File: src/rtl/memory_sequencer_if.sv
// Board-side bundle for the memory game sequencer.
//   go     : level request to start the next round
//   btn    : one-cycle, debounced button pulses (one bit per channel)
//   led    : playback lights, one-hot or zero
//   level  : current sequence length
//   busy   : high whenever the sequencer is not idle
//   pass   : one-cycle pulse on a correctly answered round
//   fail   : one-cycle pulse on a wrong/multi-hot press or a timeout
//   win    : sticky, set after passing the longest round
// The master modport is the board/test side and the slave modport is the sequencer.
interface memory_sequencer_if #(
    parameter int NUM_CH  = 4,
    parameter int MAX_LEN = 16
);
    localparam int LW = $clog2(MAX_LEN + 1);

    logic              go;
    logic [NUM_CH-1:0] btn;
    logic [NUM_CH-1:0] led;
    logic [LW-1:0]     level;
    logic              busy;
    logic              pass;
    logic              fail;
    logic              win;

    modport master (
        output go, btn,
        input  led, level, busy, pass, fail, win
    );

    modport slave (
        input  go, btn,
        output led, level, busy, pass, fail, win
    );
endinterface

File: src/rtl/memory_sequencer.sv
// Challenge/response engine for the memory game. Each round appends one
// pseudo-random element to the stored sequence, plays the whole sequence
// back on the lights, then checks the player's presses against it.
// Ports:
//   clk    : system clock
//   resetn : synchronous, active-low reset
//   bus    : memory_sequencer_if slave (go/btn in; led/level/busy/pass/fail/win out)
//
// state    | meaning
// ---------+---------------------------------------------------------
// S_IDLE   | waiting for go; a pending win is cleared when go arrives
// S_APPEND | store new element at seq[level], grow level, rewind idx
// S_SHOW_ON| light seq[idx] for STEP_CYCLES cycles
// S_SHOW_OFF| lights off for STEP_CYCLES cycles, then next element or input
// S_WAIT_IN| compare presses with seq[idx], timeout between presses
// S_PASS   | one-cycle pass pulse, set win on the longest round
// S_FAIL   | one-cycle fail pulse, sequence length back to zero
module memory_sequencer #(
    parameter int          NUM_CH         = 4,
    parameter int          MAX_LEN        = 16,
    parameter int          STEP_CYCLES    = 25000000,
    parameter int          TIMEOUT_CYCLES = 250000000,
    parameter logic [15:0] SEED           = 16'hACE1
) (
    input logic              clk,
    input logic              resetn,
    memory_sequencer_if.slave bus
);
    localparam int CW      = $clog2(NUM_CH);
    localparam int LW      = $clog2(MAX_LEN + 1);
    localparam int IW      = (MAX_LEN > 1) ? $clog2(MAX_LEN) : 1;
    localparam int CNT_MAX = (STEP_CYCLES > TIMEOUT_CYCLES) ? STEP_CYCLES : TIMEOUT_CYCLES;
    localparam int CNTW    = $clog2(CNT_MAX);

    localparam logic [CNTW-1:0] STEP_LOAD = CNTW'(STEP_CYCLES - 1);
    localparam logic [CNTW-1:0] TO_LOAD   = (TIMEOUT_CYCLES > 0) ? CNTW'(TIMEOUT_CYCLES - 1) : '0;

    typedef enum logic [2:0] {
        S_IDLE,
        S_APPEND,
        S_SHOW_ON,
        S_SHOW_OFF,
        S_WAIT_IN,
        S_PASS,
        S_FAIL
    } state_t;

    state_t            state_q, state_d;
    logic [LW-1:0]     level_q, level_d;
    logic [IW-1:0]     idx_q,   idx_d;
    logic [CNTW-1:0]   cnt_q,   cnt_d;
    logic              win_q,   win_d;
    logic [15:0]       lfsr_q,  lfsr_d;

    // Sequence store is deliberately left out of reset.
    logic [CW-1:0]     seq_q [MAX_LEN];
    logic              seq_we;

    logic [CW-1:0]     v_raw;
    logic [CW:0]       v_ext;
    logic [CW-1:0]     v_new;
    logic [CW-1:0]     cur_sym;
    logic [NUM_CH-1:0] cur_onehot;
    logic              last_elem;
    logic              press;

    // Fold out-of-range LFSR values back into 0..NUM_CH-1.
    assign v_raw = lfsr_q[CW-1:0];
    assign v_ext = {1'b0, v_raw};
    assign v_new = (v_ext >= (CW+1)'(NUM_CH)) ? CW'(v_ext - (CW+1)'(NUM_CH)) : v_raw;

    assign cur_sym   = seq_q[idx_q];
    assign last_elem = (LW'(idx_q) == level_q - 1'b1);
    assign press     = |bus.btn;

    always_comb begin
        cur_onehot          = '0;
        cur_onehot[cur_sym] = 1'b1;
    end

    always_comb begin
        state_d = state_q;
        level_d = level_q;
        idx_d   = idx_q;
        cnt_d   = cnt_q;
        win_d   = win_q;
        seq_we  = 1'b0;
        lfsr_d  = {lfsr_q[14:0], lfsr_q[15] ^ lfsr_q[13] ^ lfsr_q[12] ^ lfsr_q[10]};

        case (state_q)
            S_IDLE: begin
                if (bus.go) begin
                    // After a win the next round starts a fresh game.
                    if (win_q) begin
                        win_d   = 1'b0;
                        level_d = '0;
                    end
                    state_d = S_APPEND;
                end
            end
            S_APPEND: begin
                seq_we  = 1'b1;
                level_d = level_q + 1'b1;
                idx_d   = '0;
                cnt_d   = STEP_LOAD;
                state_d = S_SHOW_ON;
            end
            S_SHOW_ON: begin
                if (cnt_q == '0) begin
                    cnt_d   = STEP_LOAD;
                    state_d = S_SHOW_OFF;
                end else begin
                    cnt_d = cnt_q - 1'b1;
                end
            end
            S_SHOW_OFF: begin
                if (cnt_q == '0) begin
                    if (last_elem) begin
                        idx_d   = '0;
                        cnt_d   = TO_LOAD;
                        state_d = S_WAIT_IN;
                    end else begin
                        idx_d   = idx_q + 1'b1;
                        cnt_d   = STEP_LOAD;
                        state_d = S_SHOW_ON;
                    end
                end else begin
                    cnt_d = cnt_q - 1'b1;
                end
            end
            S_WAIT_IN: begin
                // A press is evaluated before the timeout so a press on the
                // expiring cycle still counts.
                if (press) begin
                    if (bus.btn == cur_onehot) begin
                        if (last_elem) begin
                            state_d = S_PASS;
                        end else begin
                            idx_d = idx_q + 1'b1;
                            cnt_d = TO_LOAD;
                        end
                    end else begin
                        state_d = S_FAIL;
                    end
                end else if (TIMEOUT_CYCLES != 0) begin
                    if (cnt_q == '0) begin
                        state_d = S_FAIL;
                    end else begin
                        cnt_d = cnt_q - 1'b1;
                    end
                end
            end
            S_PASS: begin
                if (level_q == LW'(MAX_LEN)) begin
                    win_d = 1'b1;
                end
                state_d = S_IDLE;
            end
            S_FAIL: begin
                level_d = '0;
                state_d = S_IDLE;
            end
            default: begin
                state_d = S_IDLE;
            end
        endcase
    end

    always_ff @(posedge clk) begin
        if (!resetn) begin
            state_q <= S_IDLE;
            level_q <= '0;
            idx_q   <= '0;
            cnt_q   <= '0;
            win_q   <= 1'b0;
            lfsr_q  <= SEED;
        end else begin
            state_q <= state_d;
            level_q <= level_d;
            idx_q   <= idx_d;
            cnt_q   <= cnt_d;
            win_q   <= win_d;
            lfsr_q  <= lfsr_d;
        end
    end

    always_ff @(posedge clk) begin
        if (seq_we) begin
            seq_q[IW'(level_q)] <= v_new;
        end
    end

    assign bus.led   = (state_q == S_SHOW_ON) ? cur_onehot : '0;
    assign bus.level = level_q;
    assign bus.busy  = (state_q != S_IDLE);
    assign bus.pass  = (state_q == S_PASS);
    assign bus.fail  = (state_q == S_FAIL);
    assign bus.win   = win_q;
endmodule

File: src/flat_wrapper.sv
// flat-port wrapper written by rule: the top's interface ports become plain ports
module memory_sequencer_flat 
#(
    parameter int          NUM_CH         = 4,
    parameter int          MAX_LEN        = 16,
    parameter int          STEP_CYCLES    = 25000000,
    parameter int          TIMEOUT_CYCLES = 250000000,
    parameter logic [15:0] SEED           = 16'hACE1
)
  (clk, resetn, bus_go, bus_btn, bus_led, bus_level, bus_busy, bus_pass, bus_fail, bus_win);
  memory_sequencer_if #(.NUM_CH(NUM_CH), .MAX_LEN(MAX_LEN)) bus_i ();
  input logic clk;
  input logic resetn;
  input wire logic [$bits(bus_i.go)-1:0] bus_go;
  input wire logic [$bits(bus_i.btn)-1:0] bus_btn;
  output wire logic [$bits(bus_i.led)-1:0] bus_led;
  output wire logic [$bits(bus_i.level)-1:0] bus_level;
  output wire logic [$bits(bus_i.busy)-1:0] bus_busy;
  output wire logic [$bits(bus_i.pass)-1:0] bus_pass;
  output wire logic [$bits(bus_i.fail)-1:0] bus_fail;
  output wire logic [$bits(bus_i.win)-1:0] bus_win;
  assign bus_i.go = bus_go;
  assign bus_i.btn = bus_btn;
  assign bus_led = bus_i.led;
  assign bus_level = bus_i.level;
  assign bus_busy = bus_i.busy;
  assign bus_pass = bus_i.pass;
  assign bus_fail = bus_i.fail;
  assign bus_win = bus_i.win;
  memory_sequencer #(.NUM_CH(NUM_CH), .MAX_LEN(MAX_LEN), .STEP_CYCLES(STEP_CYCLES), .TIMEOUT_CYCLES(TIMEOUT_CYCLES), .SEED(SEED)) u_core (.clk(clk), .resetn(resetn), .bus(bus_i));
endmodule
File: config.mk
export PLATFORM = sky130hd
export DESIGN_NAME = memory_sequencer_flat
export DESIGN_NICKNAME = d
export VERILOG_FILES = /design/src/rtl/memory_sequencer_if.sv /design/src/rtl/memory_sequencer.sv /design/src/flat_wrapper.sv
export SDC_FILE = /design/constraint.sdc
export NUM_CORES = 1
export LEC_CHECK = 0
export BUFFER_PORTS_ARGS = -buffer_cell sky130_fd_sc_hd__buf_2
export CORE_MARGIN = 10
export CORE_UTILIZATION = 50
export CTS_CLUSTER_SIZE = 16
export DETAILED_ROUTE_END_ITERATION = 10
export HOLD_SLACK_MARGIN = 0.06
export PLACE_DENSITY = 0.67
export RECOVER_POWER = 100
export SLEW_MARGIN = 5
export SYNTH_ARGS = -nofsm -noshare
export SYNTH_HDL_FRONTEND = slang
export SYNTH_SLANG_ARGS = --single-unit
File: constraint.sdc
create_clock -name clk -period 4.75 [get_ports clk]
set_input_delay 0.475 -clock clk [delete_from_list [all_inputs] [get_ports clk]]
set_output_delay 0.475 -clock clk [all_outputs]
set_load 0.02 [all_outputs]
======== Word level (Yosys, flattened, before mapping) ========
Memories as Yosys holds them, arrays and structs flattened. A register that Yosys moved wholly into a read port is not among the register bits.
Index checks and enable logic that the tools add are counted.
Widths: inputs -> output; s select.
cells by class
  $add $sub $neg .......................... 5
  $lt $le $gt $ge ......................... 3
  equality and inequality tests ........... 22
  mux-type cells .......................... 38
  bitwise operators ....................... 3
  reductions and logical operators ........ 14
operators by type and width
  cell                   count
  $mux 28                7
  $pmux 28 s4            1
  $mux 4                 8
  $logic_not 28->1       1
  $sub 28x1->28 const B  1
  $mux 3                 8
  $pmux 3 s5             1
  $pmux 5 s3             1
  $ne 2x1->1 const B     6
  $pmux 4 s3             1
  $mux 5                 2
  $reduce_and 5->1       2
  $eq 3x3->1 const B     3
  $reduce_bool 3->1      3
  $eq 3x2->1 const B     2
  $mux 1                 6
  $ne 3x3->1 const B     2
  $reduce_and 3->1       2
  $add 5x1->5 const B    1
  $eq 4x5->1             1
  $eq 5x5->1 const B     1
  $sub 5x1->5 const B    1
  $add 4x1->4 const B    1
  $eq 4x4->1             1
  other kinds (19)       22
storage, ports and cells
  flip-flop bits (word level) ............. 57
  RAM bits ................................ 32
  input port bits ......................... 7
  logic and storage cells ................. 92
  memories kept ........................... 1
memories
  memory        words  width  rd ports  clocked after Yosys merged registers in  wr ports  line                    text
  u_core.seq_q  16     2      1         1                                        1         memory_sequencer.sv:56  logic [CW-1:0] seq_q [MAX_LEN];

======== Longest topological paths before layout ========
Gate-level depths: netlist (run 1).
  word-level depth ........................ 10
  depth in mapped cells ................... 12
  gate-level depth less buffers ........... 10

======== Least setup slack after synthesis (run 1) ========
OpenSTA, ideal clock, no wires.
  kind .................................... register -> register
  from .................................... register u_core.level_q[0], in the netlist u_core.bus.level[0]
  to ...................................... register u_core.cnt_q[11]
  library setup time ...................... 121 ps
  arrival ................................. 2,726 ps
  required time ........................... 4,629 ps
  setup slack ............................. 1,902 ps
  cell stages (with the launch flop) ...... 13
  clock period less this slack ............ 2,848 ps
  cells stage by stage .................... dfxtp_1 -> inv_1 -> ha_1 -> xor2_1 -> a32oi_1 -> a2111oi_4 -> and3b_2 -> o21a_4 -> o21ai_2 -> and2_1 -> buf_6 -> buf_6 -> o22ai_2
on the way
  longest elaborated chain between the ends .. 5
  elaborated cells between the ends (all ways) .. 7
  classes of those cells .................. add/sub (1); eq/ne (2); mux (3); reduce/logical (1)
ends and longest elaborated chain
  what                      line                     text
  start: declaration        memory_sequencer.sv:49   logic [LW-1:0] level_q, level_d;
  start signal: assignment  memory_sequencer.sv:179  level_q <= level_d;
  $sub 5x1->5 (*)           memory_sequencer.sv:73   assign last_elem = (LW'(idx_q) == level_q - 1'b1);
  $eq 4x5->1 (*)            memory_sequencer.sv:73
  $mux 28                   memory_sequencer.sv:118  if (last_elem) begin
  $mux 28                   memory_sequencer.sv:117  if (cnt_q == '0) begin
  $pmux 28 s4               memory_sequencer.sv:90   case (state_q)
  end signal: assignment    memory_sequencer.sv:181  cnt_q <= cnt_d;
  end: declaration          memory_sequencer.sv:51   logic [CNTW-1:0] cnt_q, cnt_d;
Every way passes the cells marked *; elsewhere a longest branch is shown, timed or not.
A chain may end at the register's enable or synchronous reset.

======== Final worst setup path (run 1) ========
  from .................................... register u_core.level_q[0], in the netlist u_core.bus.level[0]
  to ...................................... register u_core.cnt_q[1]
on the way
  longest elaborated chain between the ends .. 4
ends and longest elaborated chain
  what                               line
  $sub 5x1->5                        memory_sequencer.sv:73
  $eq 4x5->1                         memory_sequencer.sv:73
  $ne 3x3->1 (no source line)        -
  $reduce_and 4->1 (no source line)  -
Every way passes these cells.

==> impl_metrics.toml, run 1 <==
[cells_and_area]
num_antenna_cells = 0
drive_gt1_share_pct = 7.87
layout_common_cells = "nand2_1 (63), nor2_1 (61), dfxtp_1 (61)"
fill_cells = 832
utilization_pct = 55.1
mostFrequentLayoutCell = "nand2_1"
nets = 543
syn_to_final_growth_pct = 7.33
fin_cells = 663

[route]
drcViolationCount = 0
routed_wl_mm = 11.2
initialDrtViolationCount = 472
dr.pass1.iters = 5
num_vias = 3911
routedWlPerCell_um = 16.9
vias_per_cell = 5.90
antenna_left = 0

[worst_setup_path]
path_class = "reg2reg"
end_kind = "flip-flop"
critPathRequiredTime_ps = 4940
start_kind = "flip-flop"
reg2reg_depth = 11
arrival_ps = 4140
crit_fanout = 26

[clock_network]
cts.path.max_buffers = 2
cts_sinks = 93
htreeDepth = 3
cts_made_buffers = 9
cts-resized-gates = 0
post-cts-setup-buffers = 0
clkTransAtPathRegs_ps = 90
cts-root-buf = "clkbuf_8"
clk_latency_ps = 350
hold_buffers = 0
tritoncts = "done"

[power]
p_seq_share_pct = 46.4
ir_drop_mv = 0.193
sw_frac_of_total_pct = 34.0
p_switching_uw = 723
pwr-share-comb_pct = 25.9
p_leak_uw = 0.00176
cell_internal_pwr_uw = 1400
power_uw = 2120
clkPwrFrac_pct = 27.7
powerDensity_nw_per_um2 = 417

[yosys]
synth_edf_count = 32
synthesis.area_um2 = 4750
synth-async-reset-ratio_pct = 0
syn-num-nets = 534
avgSynthCellArea_um2 = 9.13
ys_seq_area_share_pct = 46.0
synth.area.top_cells = "dfxtp_1 (26%), edfxtp_1 (20%), nand2_1 (5.0%), nor2_1 (4.8%), a21oi_1 (4.6%)"
synthCells = 520
ys_types = 61
ys.flop_type = "dfxtp_1"
synth_top_cell_area_share_pct = 25.7
ys_ff_latch = 93
yosysWarningCount = 0
synth_area_leader_cell = "dfxtp_1"

[timing]
tightest_slew_ps = 1840
drv_slew = 48
skew_ps = 8.42
report.final.hold_viol_count = 0
rsz0062_at_grt = "no"
fin_crit_ps = 3950
worst_slack_ps = 802
fmax_ghz = 0.253
setup_viol = 0
finalSetupTns_ps = 0
fin_crit_sh_pct = 83.1
relSlewSlack_pct = -23.0

[placed_design]
place_hpwl_mm = 7.72
gp_congestion = 0.870
placed_cells = 647
place_worst_setup_slack_ps = 1160
portBuffers = 19

[global_routing]
grt_overflow = 0
track_usage_pct = 15.8
antenna_found_initial = 0
grt_pass1_wl_mm = 18.5
first_global_vias = 3677
grt_max_degree = 48

[floorplanning]
ios = 20
initial_core_util_pct = 51.4
core_area_um2 = 9240
fp.dieH_um = 117
rows = 35
die_w_um = 117
die_area_um2 = 13800

[run_status]
outcome = "finished, violations left"
violations = "max-capacitance violations, max-slew violations"

[worst_hold_path]
whs_path_depth = 1
min_path_type = "reg2reg"

[run]
drv_cap = 1
## cells in the mapped netlist, types with 8 or more instances
cell and n:
nand2_1 63, dfxtp_1 61, nor2_1 61, a21oi_1 44, edfxtp_1 32, o21ai_0 27
clkbuf_1 15, and2_1 14, a31oi_1 12, inv_1 12, nor3_1 12, nand2b_1 11
nor4_1 11, o22ai_1 10, o21a_1 8
## final cells by class
type	count	area (um2)	share of cell area (%)
Inverter	13	48.8	0.958
Sequential cell	93	2180	42.8
Multi-Input combinational cell	389	2370	46.5
Timing Repair Buffer	23	110	2.16
Tap cell	129	161	3.17
Clock buffer	10	128	2.51
Clock inverter	6	96.3	1.89
## metal layers
| metal | part of all wire, % | vias to the layer above | GRT usage (%) | wire (um) |
|---|---|---|---|---|
| li1 | - | 1908 | - | - |
| met1 | 48 | 1853 | 21.9 | 5420 |
| met2 | 45 | 134 | 24.1 | 5050 |
| met3 | 5.0 | 16 | 2.93 | 556 |
| met4 | 1.5 | 0 | 5.16 | 171 |
| met5 | 0 | - | 0 | 0 |
## sequential cells by signal, indices dropped and copies added (netlist names), named ones only
register          flops
u_core.state_q        3
u_core.bus.level      5
u_core.idx_q          4
u_core.seq_q         32
u_core.cnt_q         28
u_core.lfsr_q        16
u_core.bus.win        1
## power groups by stage
stage | registers [uW] | logic (uW) | clock network, uW
finish | 986 | 550 | 589
global route | 998 | 613 | 635
CTS | 984 | 548 | 602
detailed placement | 1000 | 545 | 0
global placement | 999 | 538 | 0
floorplan | 968 | 447 | 0
## cells by family (layout without fill, tap and decap cells)
kind of cell	count (synthesis)	after routing	synth area share, %
AND/OR/NAND/NOR	215	215	22.0
AO/OA/AOI/OAI	140	140	19.4
flip-flops	93	93	46.0
buffers and inverters	38	52	3.66
multiplexers	16	16	5.11
XOR/XNOR	11	11	2.03
adder cells (fa/ha/maj)	7	7	1.85
## stage by stage
| step | instance area, um2 | hold slack [ps] |
|---|---|---|
| detailed placement | 4910 | 398 |
| global placement | 4910 | 391 |
| finish | 5090 | 412 |
| CTS | 5130 | 413 |
| floorplan | 4750 | 386 |
| global route | 5090 | 431 |
## path summary, 6_finish.rpt
path	startpoint	endpoint	slack, ps
worst max register to register	u_core.bus.level[0]	u_core.cnt_q[1]	800
worst min-delay path	u_core.lfsr_q[14]	u_core.lfsr_q[15]	410
worst max-delay path	u_core.bus.level[0]	u_core.cnt_q[1]	800
worst min register to register	u_core.lfsr_q[14]	u_core.lfsr_q[15]	410
## critical path, stage by stage, from the launching register on
cell,delay (ps)
dfxtp_1,390
inv_1,140
ha_1,250
nor4bb_1,400
a32oi_1,160
a2111oi_4,530
and3b_1,260
o21a_4,120
o21ai_0,150
buf_4,320
and2_0,860
a211oi_1,200
Power figures use the tool's default switching activity.
==> run 2: changes to the inputs <==
--- a/config.mk
+++ b/config.mk
@@ -5,13 +5,14 @@
 export SDC_FILE = /design/constraint.sdc
 export NUM_CORES = 1
 export LEC_CHECK = 0
+export ABC_AREA = 1
 export BUFFER_PORTS_ARGS = -buffer_cell sky130_fd_sc_hd__buf_2
 export CORE_MARGIN = 10
 export CORE_UTILIZATION = 50
 export CTS_CLUSTER_SIZE = 16
 export DETAILED_ROUTE_END_ITERATION = 10
 export HOLD_SLACK_MARGIN = 0.06
-export PLACE_DENSITY = 0.67
+export PLACE_DENSITY = 0.69
 export RECOVER_POWER = 100
 export SLEW_MARGIN = 5
 export SYNTH_ARGS = -nofsm -noshare
==> constraint.sdc (replaced) <==
create_clock -name clk -period 3.5 [get_ports clk]
set_input_delay 0.35 -clock clk [delete_from_list [all_inputs] [get_ports clk]]
set_output_delay 0.35 -clock clk [all_outputs]
set_load 0.02 [all_outputs]
==> impl_metrics.toml, run 2 <==
[yosys]
yosysWarningCount = 0
ys_seq_area_share_pct = 42.5
ys.flop_type = "dfxtp_1"
synthAdderAreaFrac_pct = 1.71
avgSynthCellArea_um2 = 7.12
synth_area_leader_cell = "dfxtp_1"
synth_top_family_by_area = "simple AND/OR/NAND/NOR gates"
synthCells = 721
synth_top_cell_area_share_pct = 23.8
ys_types = 37
synth-async-reset-ratio_pct = 0
syn-num-nets = 735
synth.area.top_cells = "dfxtp_1 (24%), edfxtp_1 (19%), nand2_1 (13%), nor2_1 (9.0%), inv_1 (6.7%)"
ys_ff_latch = 93
synthMuxAreaShare_pct = 0
synth_compound_area_share_pct = 6.11
synthesis.area_um2 = 5140
yosysMostFrequentCell = "nand2_1"
netlist_top_cells_count = "nand2_1 (174), nor2_1 (123), inv_1 (92), nand3_1 (62), dfxtp_1 (61)"
synth-xor-area-share_pct = 5.46
synth-simple-area-share_pct = 34.7
synth_edf_count = 32

[worst_hold_path]
min_path_type = "in2reg"

[cells_and_area]
layout_common_cells = "nand2_1 (174), nor2_1 (123), inv_1 (92)"
drive_gt1_share_pct = 7.46
num_antenna_cells = 0
largest-register = "u_core.seq_q"
largest_register_ffs = 32
reg.largest.list = "u_core.seq_q: 32 flops, u_core.cnt_q: 28 flops, u_core.lfsr_q: 16 flops"
fin_cells = 870
syn_to_final_growth_pct = 6.16
mostFrequentLayoutCell = "nand2_1"
nets = 746

[route]
antenna_left = 0
initialDrtViolationCount = 468
num_vias = 4432
drcViolationCount = 0
routed_wl_mm = 11.5
routedWlPerCell_um = 13.3
dr.pass1.iters = 7
vias_per_cell = 5.09

[clock_network]
cts_sinks = 93
hold_buffers = 0
cts-resized-gates = 0
cts.path.max_buffers = 2
cts-root-buf = "clkbuf_8"
clk_latency_ps = 370
htreeDepth = 3
tritoncts = "done"
clkTransAtPathRegs_ps = 100
cts_made_buffers = 9
post-cts-setup-buffers = 0

[floorplanning]
die_w_um = 121
fp.dieH_um = 121
initial_core_util_pct = 51.8
ios = 20
core_area_um2 = 9910
rows = 36
die_area_um2 = 14700

[timing]
fin_hold_ws_ps = 287
skew_ps = 17.6
report.final.hold_viol_count = 0
fin_crit_sh_pct = 84.1
relSlewSlack_pct = -26.2
drv_slew = 43
worst_slack_ps = 558
fin_crit_ps = 2940
setup_viol = 0
rsz0062_at_grt = "no"
tightest_slew_ps = 1890
finalSetupTns_ps = 0
fmax_ghz = 0.340

[worst_setup_path]
start_kind = "flip-flop"
end_kind = "flip-flop"
path_class = "reg2reg"
critPathRequiredTime_ps = 3800
crit_fanout = 41
arrival_ps = 3240

[power]
powerDensity_nw_per_um2 = 815
ir_drop_mv = 0.472
p_leak_uw = 0.00248

[run]
drv_cap = 1

[global_routing]
first_global_vias = 4138
track_usage_pct = 16.0
antenna_found_initial = 0
grt_pass1_wl_mm = 19.5
grt_max_degree = 43
grt_overflow = 0

[placed_design]
place_worst_setup_slack_ps = 675
place_hpwl_mm = 8.37
portBuffers = 19
gp_congestion = 0.932
placed_cells = 854

[run_status]
outcome = "finished, violations left"
violations = "max-capacitance violations, max-slew violations"
-- run 2: changes by cell type in the layout (fill, tap and decap cells not counted), sizes merged, moves of 14 or more --
cell	before	now
nand2	63	178
inv	13	99
nor2	61	130
nand3	4	64
xor2	5	22
and2	14	0
o21ai	29	15
-- run 2: cells by family after synthesis --
logic type               count (synthesis)
AND/OR/NAND/NOR                        413
XOR/XNOR                                32
AO/OA/AOI/OAI                           59
buffers and inverters                  117
flip-flops                              93
adder cells (fa/ha/maj)                  7
-- run 2: critical path: stages (launching register included) --
cell and delay, ps:
dfxtp_1 780, inv_6 140, nand2_1 120, nand2_1 60
nand2_1 60, nand3_1 90, nand3_1 90, nand2_2 100
inv_2 90, nand2_1 60, nand2_1 60, nand2_1 60
nor2_2 150, nand3_1 140, nand2_4 360, nand2_4 190
nand2_1 100, nand2_1 50, nor2_1 150
-- run 2: worst paths after layout --
path | startpoint | endpoint | slack (ps) | depth (start not counted)
setup / recovery | flip-flop | u_core.cnt_q[19] | 560 | 18
hold / removal | bus_go | u_core.bus.win | 290 | 4
hold reg to reg | u_core.lfsr_q[5] | u_core.lfsr_q[6] | 420 | 1
setup reg to reg | flip-flop | u_core.cnt_q[19] | 560 | 18
-- run 2: layout make-up --
cell class | count | area, um2
flip-flops and latches | 93 | 2180
clock inverters | 6 | 51.3
well taps | 133 | 166
fillers | 975 | 4460
repair buffers | 21 | 92.6
inverters | 96 | 365
clock buffers | 10 | 138
multi-input cells | 511 | 2460
-- run 2: per-layer routing --
| metal | wire length [um] | part of all wire (%) | global-route usage, % |
|---|---|---|---|
| met5 | 0 | 0 | 0 |
| met4 | 161 | 1.4 | 5.29 |
| met3 | 777 | 6.7 | 3.96 |
| met2 | 4810 | 42 | 23.0 |
| met1 | 5800 | 50 | 22.8 |
-- run 2: power by group --
| part | leakage [uW] | internal (uW) | switching, uW |
|---|---|---|---|
| registers | 0.000792 | 1310 | 217 |
| logic | 0.00160 | 757 | 1470 |
| clock network | 0.0000875 | 287 | 402 |
| total | 0.00248 | 2360 | 2080 |
-- run 2: per-stage QoR --
step                power (uW)  cell area [um2]  util [%]
finish                    4440             5450      55.0
global route              4880             5450      55.0
CTS                       4450             5480      55.3
detailed placement        3750             5290      53.3
global placement          3710             5290      53.3
floorplan                 3340             5140         -
==> run 3: changes to the inputs <==
--- a/config.mk
+++ b/config.mk
@@ -12,7 +12,7 @@
 export CTS_CLUSTER_SIZE = 16
 export DETAILED_ROUTE_END_ITERATION = 10
 export HOLD_SLACK_MARGIN = 0.06
-export PLACE_DENSITY = 0.69
+export PLACE_DENSITY = 0.67
 export RECOVER_POWER = 100
 export SLEW_MARGIN = 5
 export SYNTH_ARGS = -nofsm -noshare
==> constraint.sdc (replaced) <==
create_clock -name clk -period 3.07 [get_ports clk]
set_input_delay 0.307 -clock clk [delete_from_list [all_inputs] [get_ports clk]]
set_output_delay 0.307 -clock clk [all_outputs]
set_load 0.02 [all_outputs]
==> impl_metrics.toml, run 3 (synthesis gave the netlist of run 2 again) <==
[run_status]
outcome = "finished clean"

[clock_network]
cts-resized-gates = 0
htreeDepth = 3
clk_latency_ps = 370
cts.path.max_buffers = 2
clkTransAtPathRegs_ps = 100
cts_sinks = 93
hold_buffers = 0
cts_made_buffers = 9
post-cts-setup-buffers = 0
cts-root-buf = "clkbuf_8"
tritoncts = "done"

[timing]
finalSetupTns_ps = 0
skew_ps = 8.27
tightest_slew_ps = 598
rsz0062_at_grt = "no"
setup_viol = 0
worst_slack_ps = 376
drv_slew = 0
report.final.hold_viol_count = 0
fin_hold_ws_ps = 232
fin_crit_ps = 2690
fin_crit_sh_pct = 87.7
fmax_ghz = 0.371
relSlewSlack_pct = 59.7

[worst_setup_path]
ff2ff_setup_slack_ps = 380
crit_top_cell = "inv_1"
path_class = "reg2reg"
max_stage_delay_ps = 360
end_kind = "flip-flop"
crit_buf_inv = 3
crit_path_top_delay_cell = "dfxtp_1"
crit_family = "simple AND/OR/NAND/NOR gates"
worstReg2RegStart = "u_core.cnt_q[0]"
rr_endpoint = "u_core.cnt_q[10]"
start_kind = "flip-flop"
cp_cell_sequence = "inv_1 -> ha_1 -> inv_1 -> nor4_1 -> nand4_1 -> nor2_4 -> nand2_1 -> o21ai_2 -> inv_1 -> o211ai_1 -> nand3_1 -> nand2_1 -> nor2_1"
critPathRequiredTime_ps = 3350
arrival_ps = 2970
crit_fanout = 8
reg2reg_depth = 13

[worst_hold_path]
min-delay-start = "bus_go"
min_path_type = "in2reg"
whs_path_depth = 4
holdPathEnd = "u_core.bus.win"

[route]
routed_wl_mm = 11.5
initialDrtViolationCount = 449
drcViolationCount = 0
antenna_left = 0
routedWlPerCell_um = 13.2
vias_per_cell = 5.10
dr.pass1.iters = 6
num_vias = 4448

[floorplanning]
ios = 20
die_w_um = 121
die_area_um2 = 14700
rows = 36
core_area_um2 = 9910
initial_core_util_pct = 51.8
fp.dieH_um = 121

[placed_design]
gp_congestion = 0.949
place_hpwl_mm = 8.43
portBuffers = 19
place_worst_setup_slack_ps = 455

[cells_and_area]
utilization_pct = 55.5
fill_cells = 939
multi_input_area_um2 = 2460
ff_latch_area_um2 = 2180
drive_gt1_share_pct = 7.58
nets = 748
reg.largest.list = "u_core.seq_q: 32 flops, u_core.cnt_q: 28 flops, u_core.lfsr_q: 16 flops"
largest_register_ffs = 32
layout_common_cells = "nand2_1 (174), nor2_1 (123), inv_1 (93)"
syn_to_final_growth_pct = 7.04
largest-register = "u_core.seq_q"
mostFrequentLayoutCell = "nand2_1"
num_antenna_cells = 0

[global_routing]
grt_max_degree = 43
track_usage_pct = 16.0
first_global_vias = 4070
grt_overflow = 0
grt_pass1_wl_mm = 19.5
antenna_found_initial = 0

[power]
ir_drop_mv = 0.462
p_leak_uw = 0.00250
powerDensity_nw_per_um2 = 932

[run]
drv_cap = 0
-- run 3: cell types whose count changed in the layout (fill, tap and decap cells not counted) --
cell        change
inv_1           +1
clkbuf_1        +1
buf_4           +3
nand3_2         +1
buf_2           -2
clkinv_8        +3
nand3_1         -1
clkbuf_8        -1
clkinvlp_4      -3
inv_2           -1
inv_8           +1
-- run 3: routing by layer --
layer | track usage, % | wire length, um
met5 | 0 | 0
met4 | 4.99 | 119
met3 | 3.16 | 645
met2 | 23.3 | 4900
met1 | 23.2 | 5880
-- run 3: where the power goes --
part / switching, uW / total [uW] / internal, uW
sequential: 241 / 1740 / 1500
combinational: 1670 / 2540 / 872
clock: 514 / 846 / 332
total: 2420 / 5130 / 2700
-- run 3: cell type report --
type | instances | area share [%]
clock buffers | 9 | 2.25
clock inverters | 7 | 1.62
inverters | 96 | 6.65
multi-input cells | 511 | 44.8
flip-flops and latches | 93 | 39.7
well taps | 133 | 3.03
repair buffers | 23 | 1.98
-- run 3: how the worst max path moves through the flow --
stage                        startpoint               end  slack (ps)  depth (start not counted)
detailed placement            flip-flop  u_core.cnt_q[17]         460                         18
global route                  flip-flop  u_core.cnt_q[22]          10                         18
global placement    u_core.bus.level[0]  u_core.cnt_q[16]         460                         14
CTS                           flip-flop  u_core.cnt_q[17]         430                         18
floorplan           u_core.bus.level[0]  u_core.cnt_q[16]         730                         13
finish                  u_core.cnt_q[0]  u_core.cnt_q[10]         380                         13
-- run 3: per-stage QoR --
step | instances | instance area (um2) | power, uW
3_5_place_dp | 856 | 5300 | 4270
3_3_place_gp | 856 | 5300 | 4220
6_report | 872 | 5500 | 5130
2_1_floorplan | 721 | 5140 | 3800
5_1_grt | 872 | 5500 | 5600
4_1_cts | 872 | 5510 | 5130
-- run 3: worst register-to-register path: cells and delay by family (launching register included) --
| family | cells | cell delay [ps] |
|---|---|---|
| adder cells (fa/ha/maj) | 1 | 220 |
| buffers and inverters | 3 | 510 |
| flip-flops | 1 | 360 |
| AND/OR/NAND/NOR | 7 | 1140 |
| AO/OA/AOI/OAI | 2 | 360 |
